## config.mk

```make
export PLATFORM = sky130hd
export DESIGN_NAME = fan_pid_sequencer
export DESIGN_NICKNAME = d
export VERILOG_FILES = /design/src/rtl/fan_ctrl_pkg.sv /design/src/rtl/fan_pid_mac.sv /design/src/rtl/fan_pid_sequencer.sv
export SDC_FILE = /design/constraint.sdc
export NUM_CORES = 1
export LEC_CHECK = 0
export CAP_MARGIN = 20
export CORE_MARGIN = 4
export CORE_UTILIZATION = 40
export CTS_BUF_LIST = sky130_fd_sc_hd__clkbuf_16
export CTS_CLUSTER_DIAMETER = 60
export DETAILED_ROUTE_END_ITERATION = 10
export HOLD_SLACK_MARGIN = 0.02
export SETUP_SLACK_MARGIN = 0.05
export SYNTH_ARGS = -nofsm -noshare
export SYNTH_HDL_FRONTEND = slang
export SYNTH_SLANG_ARGS = --single-unit
```

## constraint.sdc

```tcl
create_clock -name clk_i -period 14.4 [get_ports clk_i]
set_input_delay 2.88 -clock clk_i [delete_from_list [all_inputs] [get_ports clk_i]]
set_output_delay 2.88 -clock clk_i [all_outputs]
set_load 0.1 [all_outputs]
```

## src/rtl/fan_ctrl_pkg.sv

```systemverilog
// -----------------------------------------------------------------------------
// fan_ctrl_pkg
// Shared types and helpers for the fan PID step engine: FSM state encoding,
// difference-equation term indices, product/accumulator width helpers,
// output saturation bounds and the MAC-state sequencing function.
// -----------------------------------------------------------------------------
package fan_ctrl_pkg;

    // MACn encodes as n+1 so a MAC state's value is also the index of the next term
    typedef enum logic [2:0] {
        ST_IDLE = 3'd0,
        ST_MAC0 = 3'd1,
        ST_MAC1 = 3'd2,
        ST_MAC2 = 3'd3,
        ST_MAC3 = 3'd4,
        ST_MAC4 = 3'd5,
        ST_DONE = 3'd6
    } state_t;

    localparam int unsigned N_TERMS = 5;
    localparam int unsigned TERM_B2 = 0;
    localparam int unsigned TERM_B1 = 1;
    localparam int unsigned TERM_B0 = 2;
    localparam int unsigned TERM_A1 = 3;
    localparam int unsigned TERM_A0 = 4;

    // Product of an (adc_w+1)-bit error/output and a coef_w-bit coefficient
    function automatic int unsigned prod_w(input int unsigned adc_w, input int unsigned coef_w);
        return adc_w + 1 + coef_w;
    endfunction

    function automatic int unsigned acc_w(input int unsigned adc_w, input int unsigned coef_w,
                                          input int unsigned guard);
        return prod_w(adc_w, coef_w) + guard;
    endfunction

    function automatic int sat_hi(input int unsigned adc_w);
        return (1 << adc_w) - 1;
    endfunction

    function automatic int sat_lo(input int unsigned adc_w);
        return -(1 << adc_w);
    endfunction

    // First MAC state at or after term index 'start' whose term is enabled, else DONE
    function automatic state_t next_mac(input logic [N_TERMS-1:0] nz, input logic [2:0] start);
        state_t s;
        s = ST_DONE;
        if (start <= 3'(TERM_A0) && nz[TERM_A0]) s = ST_MAC4;
        if (start <= 3'(TERM_A1) && nz[TERM_A1]) s = ST_MAC3;
        if (start <= 3'(TERM_B0) && nz[TERM_B0]) s = ST_MAC2;
        if (start <= 3'(TERM_B1) && nz[TERM_B1]) s = ST_MAC1;
        if (start <= 3'(TERM_B2) && nz[TERM_B2]) s = ST_MAC0;
        return s;
    endfunction

endpackage

```

## src/rtl/fan_pid_mac.sv

```systemverilog
// -----------------------------------------------------------------------------
// fan_pid_mac
// Single signed multiplier feeding a wrapping accumulator.
// Ports: i_clk, i_rst (sync, active-high), i_clr (zero acc), i_en (acc += x*coef),
//        i_x (signed operand), i_coef (signed coefficient), o_acc (accumulator).
// -----------------------------------------------------------------------------
module fan_pid_mac #(
    parameter int unsigned X_W   = 5,
    parameter int unsigned C_W   = 9,
    parameter int unsigned ACC_W = 16
) (
    input  logic                    i_clk,
    input  logic                    i_rst,
    input  logic                    i_clr,
    input  logic                    i_en,
    input  logic signed [X_W-1:0]   i_x,
    input  logic signed [C_W-1:0]   i_coef,
    output logic signed [ACC_W-1:0] o_acc
);

    logic signed [ACC_W-1:0] r_acc;
    logic signed [ACC_W-1:0] w_x_ext;
    logic signed [ACC_W-1:0] w_c_ext;
    logic signed [ACC_W-1:0] w_prod;

    // Product taken modulo 2^ACC_W; the accumulator wraps by design
    assign w_x_ext = ACC_W'(i_x);
    assign w_c_ext = ACC_W'(i_coef);
    assign w_prod  = w_x_ext * w_c_ext;

    always_ff @(posedge i_clk) begin
        if (i_rst || i_clr) begin
            r_acc <= '0;
        end else if (i_en) begin
            r_acc <= r_acc + w_prod;
        end
    end

    assign o_acc = r_acc;

endmodule

```

## src/rtl/fan_pid_sequencer.sv

```systemverilog
// -----------------------------------------------------------------------------
// fan_pid_sequencer
// Time-multiplexed PID step engine: divides clk_i down to the control tick,
// samples the error set_i-adc_i, evaluates
//   y = b2*x0 + b1*x1 + b0*x2 - a1*y1 - a0*y2
// on one shared MAC, rounds, saturates and publishes y_o with a valid_o pulse.
// Ports: clk_i, rst_i (sync, active-high), en_i (tick enable), adc_i/set_i
//        (unsigned samples), b2_i..a0_i (signed coefficients), clr_overrun_i;
//        y_o (signed output), valid_o, busy_o, overrun_o (sticky).
// Build option: define PID_SKIP_ZERO_COEF_EN to bypass MAC states whose
// coefficient is zero (latency = 2 + nonzero coefficients).
// -----------------------------------------------------------------------------
module fan_pid_sequencer
    import fan_ctrl_pkg::*;
#(
    parameter int unsigned ADC_BITWIDTH  = 4,
    parameter int unsigned COEF_BITWIDTH = 8,
    parameter int unsigned FRAC_BITWIDTH = 6,
    parameter int unsigned ACC_GUARD     = 3,
    parameter int unsigned CLK_FREQ      = 1_000_000,
    parameter int unsigned PID_FREQ      = 5
) (
    input  logic                            clk_i,
    input  logic                            rst_i,
    input  logic                            en_i,
    input  logic        [ADC_BITWIDTH-1:0]  adc_i,
    input  logic        [ADC_BITWIDTH-1:0]  set_i,
    input  logic signed [COEF_BITWIDTH-1:0] b2_i,
    input  logic signed [COEF_BITWIDTH-1:0] b1_i,
    input  logic signed [COEF_BITWIDTH-1:0] b0_i,
    input  logic signed [COEF_BITWIDTH-1:0] a1_i,
    input  logic signed [COEF_BITWIDTH-1:0] a0_i,
    input  logic                            clr_overrun_i,
    output logic signed [ADC_BITWIDTH:0]    y_o,
    output logic                            valid_o,
    output logic                            busy_o,
    output logic                            overrun_o
);

    localparam int unsigned TICK_DIV = CLK_FREQ / PID_FREQ;
    localparam int unsigned CNT_W    = $clog2(TICK_DIV);
    localparam int unsigned X_W      = ADC_BITWIDTH + 1;
    localparam int unsigned C_W      = COEF_BITWIDTH + 1;
    localparam int unsigned ACC_W    = acc_w(ADC_BITWIDTH, COEF_BITWIDTH, ACC_GUARD);

    localparam logic signed [ACC_W-1:0] HALF_LSB = ACC_W'(2 ** (FRAC_BITWIDTH - 1));
    localparam logic signed [ACC_W-1:0] SAT_HI   = ACC_W'(sat_hi(ADC_BITWIDTH));
    localparam logic signed [ACC_W-1:0] SAT_LO   = ACC_W'(sat_lo(ADC_BITWIDTH));

    state_t                  r_state;
    logic [CNT_W-1:0]        r_cnt;
    logic signed [X_W-1:0]   r_x0, r_x1, r_x2, r_y1, r_y2, r_y;
    logic                    r_valid, r_busy, r_overrun;

    logic                    w_tick;
    logic signed [X_W-1:0]   w_err;
    logic [N_TERMS-1:0]      w_nz;
    logic                    w_mac_clr, w_mac_en;
    logic signed [X_W-1:0]   w_mac_x;
    logic signed [C_W-1:0]   w_mac_c;
    logic signed [ACC_W-1:0] w_acc, w_rnd, w_sh;
    logic signed [X_W-1:0]   w_ysat;

    assign w_tick = en_i && (r_cnt == '0);
    assign w_err  = $signed({1'b0, set_i}) - $signed({1'b0, adc_i});

`ifdef PID_SKIP_ZERO_COEF_EN
    assign w_nz = {a0_i != '0, a1_i != '0, b0_i != '0, b1_i != '0, b2_i != '0};
`else
    assign w_nz = '1;
`endif

    // Operand select; feedback coefficients are negated one bit wider so -(-2^(N-1)) is exact
    always_comb begin
        w_mac_en = 1'b0;
        w_mac_x  = '0;
        w_mac_c  = '0;
        case (r_state)
            ST_MAC0: begin w_mac_en = 1'b1; w_mac_x = r_x0; w_mac_c =  C_W'(b2_i); end
            ST_MAC1: begin w_mac_en = 1'b1; w_mac_x = r_x1; w_mac_c =  C_W'(b1_i); end
            ST_MAC2: begin w_mac_en = 1'b1; w_mac_x = r_x2; w_mac_c =  C_W'(b0_i); end
            ST_MAC3: begin w_mac_en = 1'b1; w_mac_x = r_y1; w_mac_c = -C_W'(a1_i); end
            ST_MAC4: begin w_mac_en = 1'b1; w_mac_x = r_y2; w_mac_c = -C_W'(a0_i); end
            default: ;
        endcase
    end

    assign w_mac_clr = (r_state == ST_IDLE) && w_tick;

    fan_pid_mac #(
        .X_W   (X_W),
        .C_W   (C_W),
        .ACC_W (ACC_W)
    ) u_mac (
        .i_clk  (clk_i),
        .i_rst  (rst_i),
        .i_clr  (w_mac_clr),
        .i_en   (w_mac_en),
        .i_x    (w_mac_x),
        .i_coef (w_mac_c),
        .o_acc  (w_acc)
    );

    // Round half up, drop fraction bits, clamp to the output range
    assign w_rnd = w_acc + HALF_LSB;
    assign w_sh  = w_rnd >>> FRAC_BITWIDTH;

    always_comb begin
        w_ysat = X_W'(w_sh);
        if (w_sh > SAT_HI) begin
            w_ysat = X_W'(SAT_HI);
        end else if (w_sh < SAT_LO) begin
            w_ysat = X_W'(SAT_LO);
        end
    end

    // Tick divider, overrun flag and step sequencer
    always_ff @(posedge clk_i) begin
        if (rst_i) begin
            r_state   <= ST_IDLE;
            r_cnt     <= CNT_W'(TICK_DIV - 1);
            r_x0      <= '0;
            r_x1      <= '0;
            r_x2      <= '0;
            r_y1      <= '0;
            r_y2      <= '0;
            r_y       <= '0;
            r_valid   <= 1'b0;
            r_busy    <= 1'b0;
            r_overrun <= 1'b0;
        end else begin
            r_valid <= 1'b0;

            if (en_i) begin
                r_cnt <= (r_cnt == '0) ? CNT_W'(TICK_DIV - 1) : r_cnt - CNT_W'(1);
            end

            // A new overrun takes priority over a clear in the same cycle
            if (w_tick && (r_state != ST_IDLE)) begin
                r_overrun <= 1'b1;
            end else if (clr_overrun_i) begin
                r_overrun <= 1'b0;
            end

            case (r_state)
                ST_IDLE: begin
                    if (w_tick) begin
                        r_x0    <= w_err;
                        r_busy  <= 1'b1;
                        r_state <= next_mac(w_nz, 3'd0);
                    end
                end
                ST_MAC0, ST_MAC1, ST_MAC2, ST_MAC3, ST_MAC4: begin
                    r_state <= next_mac(w_nz, 3'(r_state));
                end
                ST_DONE: begin
                    // Histories keep the clamped output, so the integrator cannot wind up
                    r_y     <= w_ysat;
                    r_y1    <= w_ysat;
                    r_y2    <= r_y1;
                    r_x1    <= r_x0;
                    r_x2    <= r_x1;
                    r_valid <= 1'b1;
                    r_busy  <= 1'b0;
                    r_state <= ST_IDLE;
                end
                default: r_state <= ST_IDLE;
            endcase
        end
    end

    assign y_o       = r_y;
    assign valid_o   = r_valid;
    assign busy_o    = r_busy;
    assign overrun_o = r_overrun;

endmodule
```

==> reports/results.txt <==
Avg Vias per Cell: 5.398
Total GRT Usage: 17.45%
worst IR drop on VDD: 0.06781 mV
post-CTS sizing: 0
vias in the first global route: 5161
Tightest Hold Check Type: reg -> reg
CTS root buffer: clkbuf_16
Crit. End Element: flip-flop
worst-path maximum fanout: 5
1st-iter DRT viols: 309
total number of vias: 5290
static leakage: 0.002700 uW
drt first pass iters: 5
Net Count, Synth: 874
die area: 0.01659 mm2
Post-synth EDFFs: 0
Num Clock Sinks: 65
family with the most delay on the worst path: adder cells
syn avg cell area: 7.875 um2
largest net degree at the start of global routing: 38
layout overhead on the synthesized area: 18.12%
Max Clock Skew: 0.01091 ns
Final Max Slew Viols: 0
initial core utilization: 41.40%
post-synth cell types: 58
Ys Warns: 0
final number of hold-violating endpoints: 0
Fillers: 1366
antenna viol nets, final: 0
Sw Pwr: 92.95 uW
clock share of power: 50.2%
Synth Flop Type: dfxtp_1
hold buffers post-CTS: 0
CTS clock-pin slew for the worst setup and hold paths: 0.05 ns
final number of setup-violating endpoints: 0
Setup Fix Bufs, Post-CTS: 0
width of the die: 128.8 um
critical path's largest stage delay: 0.55 ns
CTS HTree Levels: 3
share of power burned in registers: 42.6%
internal power: 332.0 uW
clk_lat worst skew: 0.33 ns
Setup WS pre-CTS: 4.715 ns
asr flop ratio synth: 0%
flops & latches, synth: 65
Final Worst Setup Slack: 4.989 ns
Post-Syn Area: 0.005836 mm2
Die H: 128.8 um
outcome: completed
Tcrit/Tclk final: 65.35%
Yosys top cell by area: dfxtp_1
initial antenna violation count: 0
Avg WL per Cell: 14.36 um
Comb power frac: 7.2%
Fmax: 106.3 MHz
Synth top area share: 22.30%
CP required: 14.66 ns
final WL: 14.07 mm
Tmin final: 9.411 ns
most common cell in the netlist: nor2_1
grt ovf: 0
core area: 0.01410 mm2
num rows: 43
Final GP Congestion: 0.8805
num ports: 60
Slew HR: 33.77%
Max clock buf depth: 2
Worst setup SP type: primary input
Worst Tran Pin Value: 0.9903 ns
register area share after synthesis: 22.30%
pwr dens: 61.65 mW/mm2
Crit Path Class: in -> reg
Layout Nets: 928
TNS Setup: 0 ns
Synth top cells by count: nor2_1 (92), nand2_1 (84), inv_1 (68)
slowest stage cell, crit path: fa_1
Pwr Total: 425.0 uW
# DRC: 0
Net Sw Frac: 21.87%
DP HPWL: 11.18 mm
Synth area leaders: dfxtp_1 (22%), fa_1 (11%), ha_1 (11%), nor2_1 (5.9%), xnor2_1 (5.6%)
unrepaired setup endpoints after global routing: false
Post-Synthesis Cells: 741
Num CTS Buffers: 9
MaxCap Viol Count: 0
TritonCTS clock tree: yes
Buf/Inv on CP: 3
# diodes: 0
first-pass GRT wire length: 23.98 mm
# port buffers: 59
Critical Path AT: 9.67 ns
share of cells above drive strength 1: 4.875%
cell families (layout without fill, tap and decap cells):
logic type	Yosys count	in the layout	synth area share (%)
flip-flops	65	65	22.30
multiplexers	14	14	2.401
AO/OA/AOI/OAI	162	162	17.62
AND/OR/NAND/NOR	278	278	22.38
buffers and inverters	89	148	6.003
adder cells (fa/ha/maj)	81	81	21.48
XOR/XNOR	52	52	7.805
layout by cell type (no fill, tap or decap), drive strengths merged, types with 3 or more instances in the layout:
cell / netlist / layout
nor2: 92 / 92
nand2: 84 / 84
inv: 68 / 69
dfxtp: 65 / 65
clkdlybuf4s50: 0 / 59
a21oi: 55 / 55
ha: 49 / 49
xnor2: 37 / 37
fa: 32 / 32
o21ai: 29 / 29
nor3: 22 / 22
nor2b: 15 / 15
a211oi: 15 / 15
xor2: 15 / 15
mux2i: 14 / 14
nand3: 13 / 13
a21o: 11 / 11
nand2b: 10 / 10
clkbuf: 15 / 9
or2: 8 / 8
or3: 7 / 7
and3: 6 / 6
o22ai: 6 / 6
o31ai: 5 / 5
o21a: 5 / 5
buf: 6 / 5
nor4: 4 / 4
a221oi: 4 / 4
clkinv: 0 / 4
a22oi: 3 / 3
and2: 3 / 3
o21bai: 3 / 3
a31o: 3 / 3
nand4: 3 / 3
o211ai: 3 / 3
or4: 3 / 3
sequential cells by signal, summed over array words and instances (netlist names):
name,flops
r_x2,5
y_o,5
overrun_o,1
r_y2,5
r_x0,5
busy_o,1
r_cnt,18
valid_o,1
r_state,3
r_x1,5
u_mac.o_acc,16
per-stage QoR:
step	util (%)	instances	hold WS (ns)	instance area (um2)
6_report	48.90	980	0.4595	6893
3_3_place_gp	46.81	964	0.4410	6599
2_1_floorplan	-	741	0.4354	5836
5_1_grt	48.90	980	0.4756	6893
3_5_place_dp	46.81	964	0.4508	6599
4_1_cts	48.90	980	0.4590	6893
worst reg2reg max path: stages (launching register included):
cell	delay, ns
dfxtp_1	0.43
inv_1	0.29
ha_1	0.27
nor2b_1	0.65
buf_4	0.29
a32oi_1	0.07
o21ai_0	0.18
o21ai_1	0.38
or2_2	0.41
fa_1	0.48
fa_1	0.53
fa_1	0.55
inv_1	0.07
ha_1	0.29
a21o_1	0.16
a21oi_1	0.22
o21bai_1	0.09
a21oi_1	0.22
o21ai_0	0.20
or4_1	0.43
nand3_1	0.12
ha_1	0.25
a21o_1	0.19
a211oi_1	0.24
nor2_1	0.07
or3_1	0.31
mux2i_1	0.20
mux2i_1	0.19
worst paths after layout:
check	slack (ns)	start	endpoint	depth (start not counted)
worst max-delay path	4.99	a0_i[0]	u_mac.o_acc[15]	27
worst min-delay path	0.46	r_x2[2]	r_x2[2]	2
worst max register to register	6.55	r_state[2]	u_mac.o_acc[15]	27
worst min register to register	0.46	r_x2[2]	r_x2[2]	2
area by class of cell:
class | instances | area (um2) | share of cell area [%]
sequential | 65 | 1301 | 18.88
timing repair buffer | 64 | 628.1 | 9.112
inverter | 68 | 255.2 | 3.703
clock buffer | 9 | 225.2 | 3.267
clock inverter | 7 | 68.82 | 0.9984
multi-input combinational | 587 | 4189 | 60.77
tap | 180 | 225.2 | 3.267
metal layers:
| layer | wire (um) | track usage [%] |
|---|---|---|
| met1 | 6768 | 24.08 |
| met2 | 6373 | 27.87 |
| met3 | 655 | 2.823 |
| met4 | 270 | 5.806 |
| met5 | 0 | 0 |
power by group through the flow:
| stage | logic [uW] | registers, uW | clock network, uW |
|---|---|---|---|
| 5_1_grt | 33.5 | 181 | 228 |
| 4_1_cts | 30.8 | 181 | 218 |
| 2_1_floorplan | 12.0 | 185 | 0 |
| 3_3_place_gp | 29.9 | 185 | 0 |
| 6_report | 30.6 | 181 | 213 |
| 3_5_place_dp | 30.5 | 185 | 0 |
(Power assumes the default switching activity.)
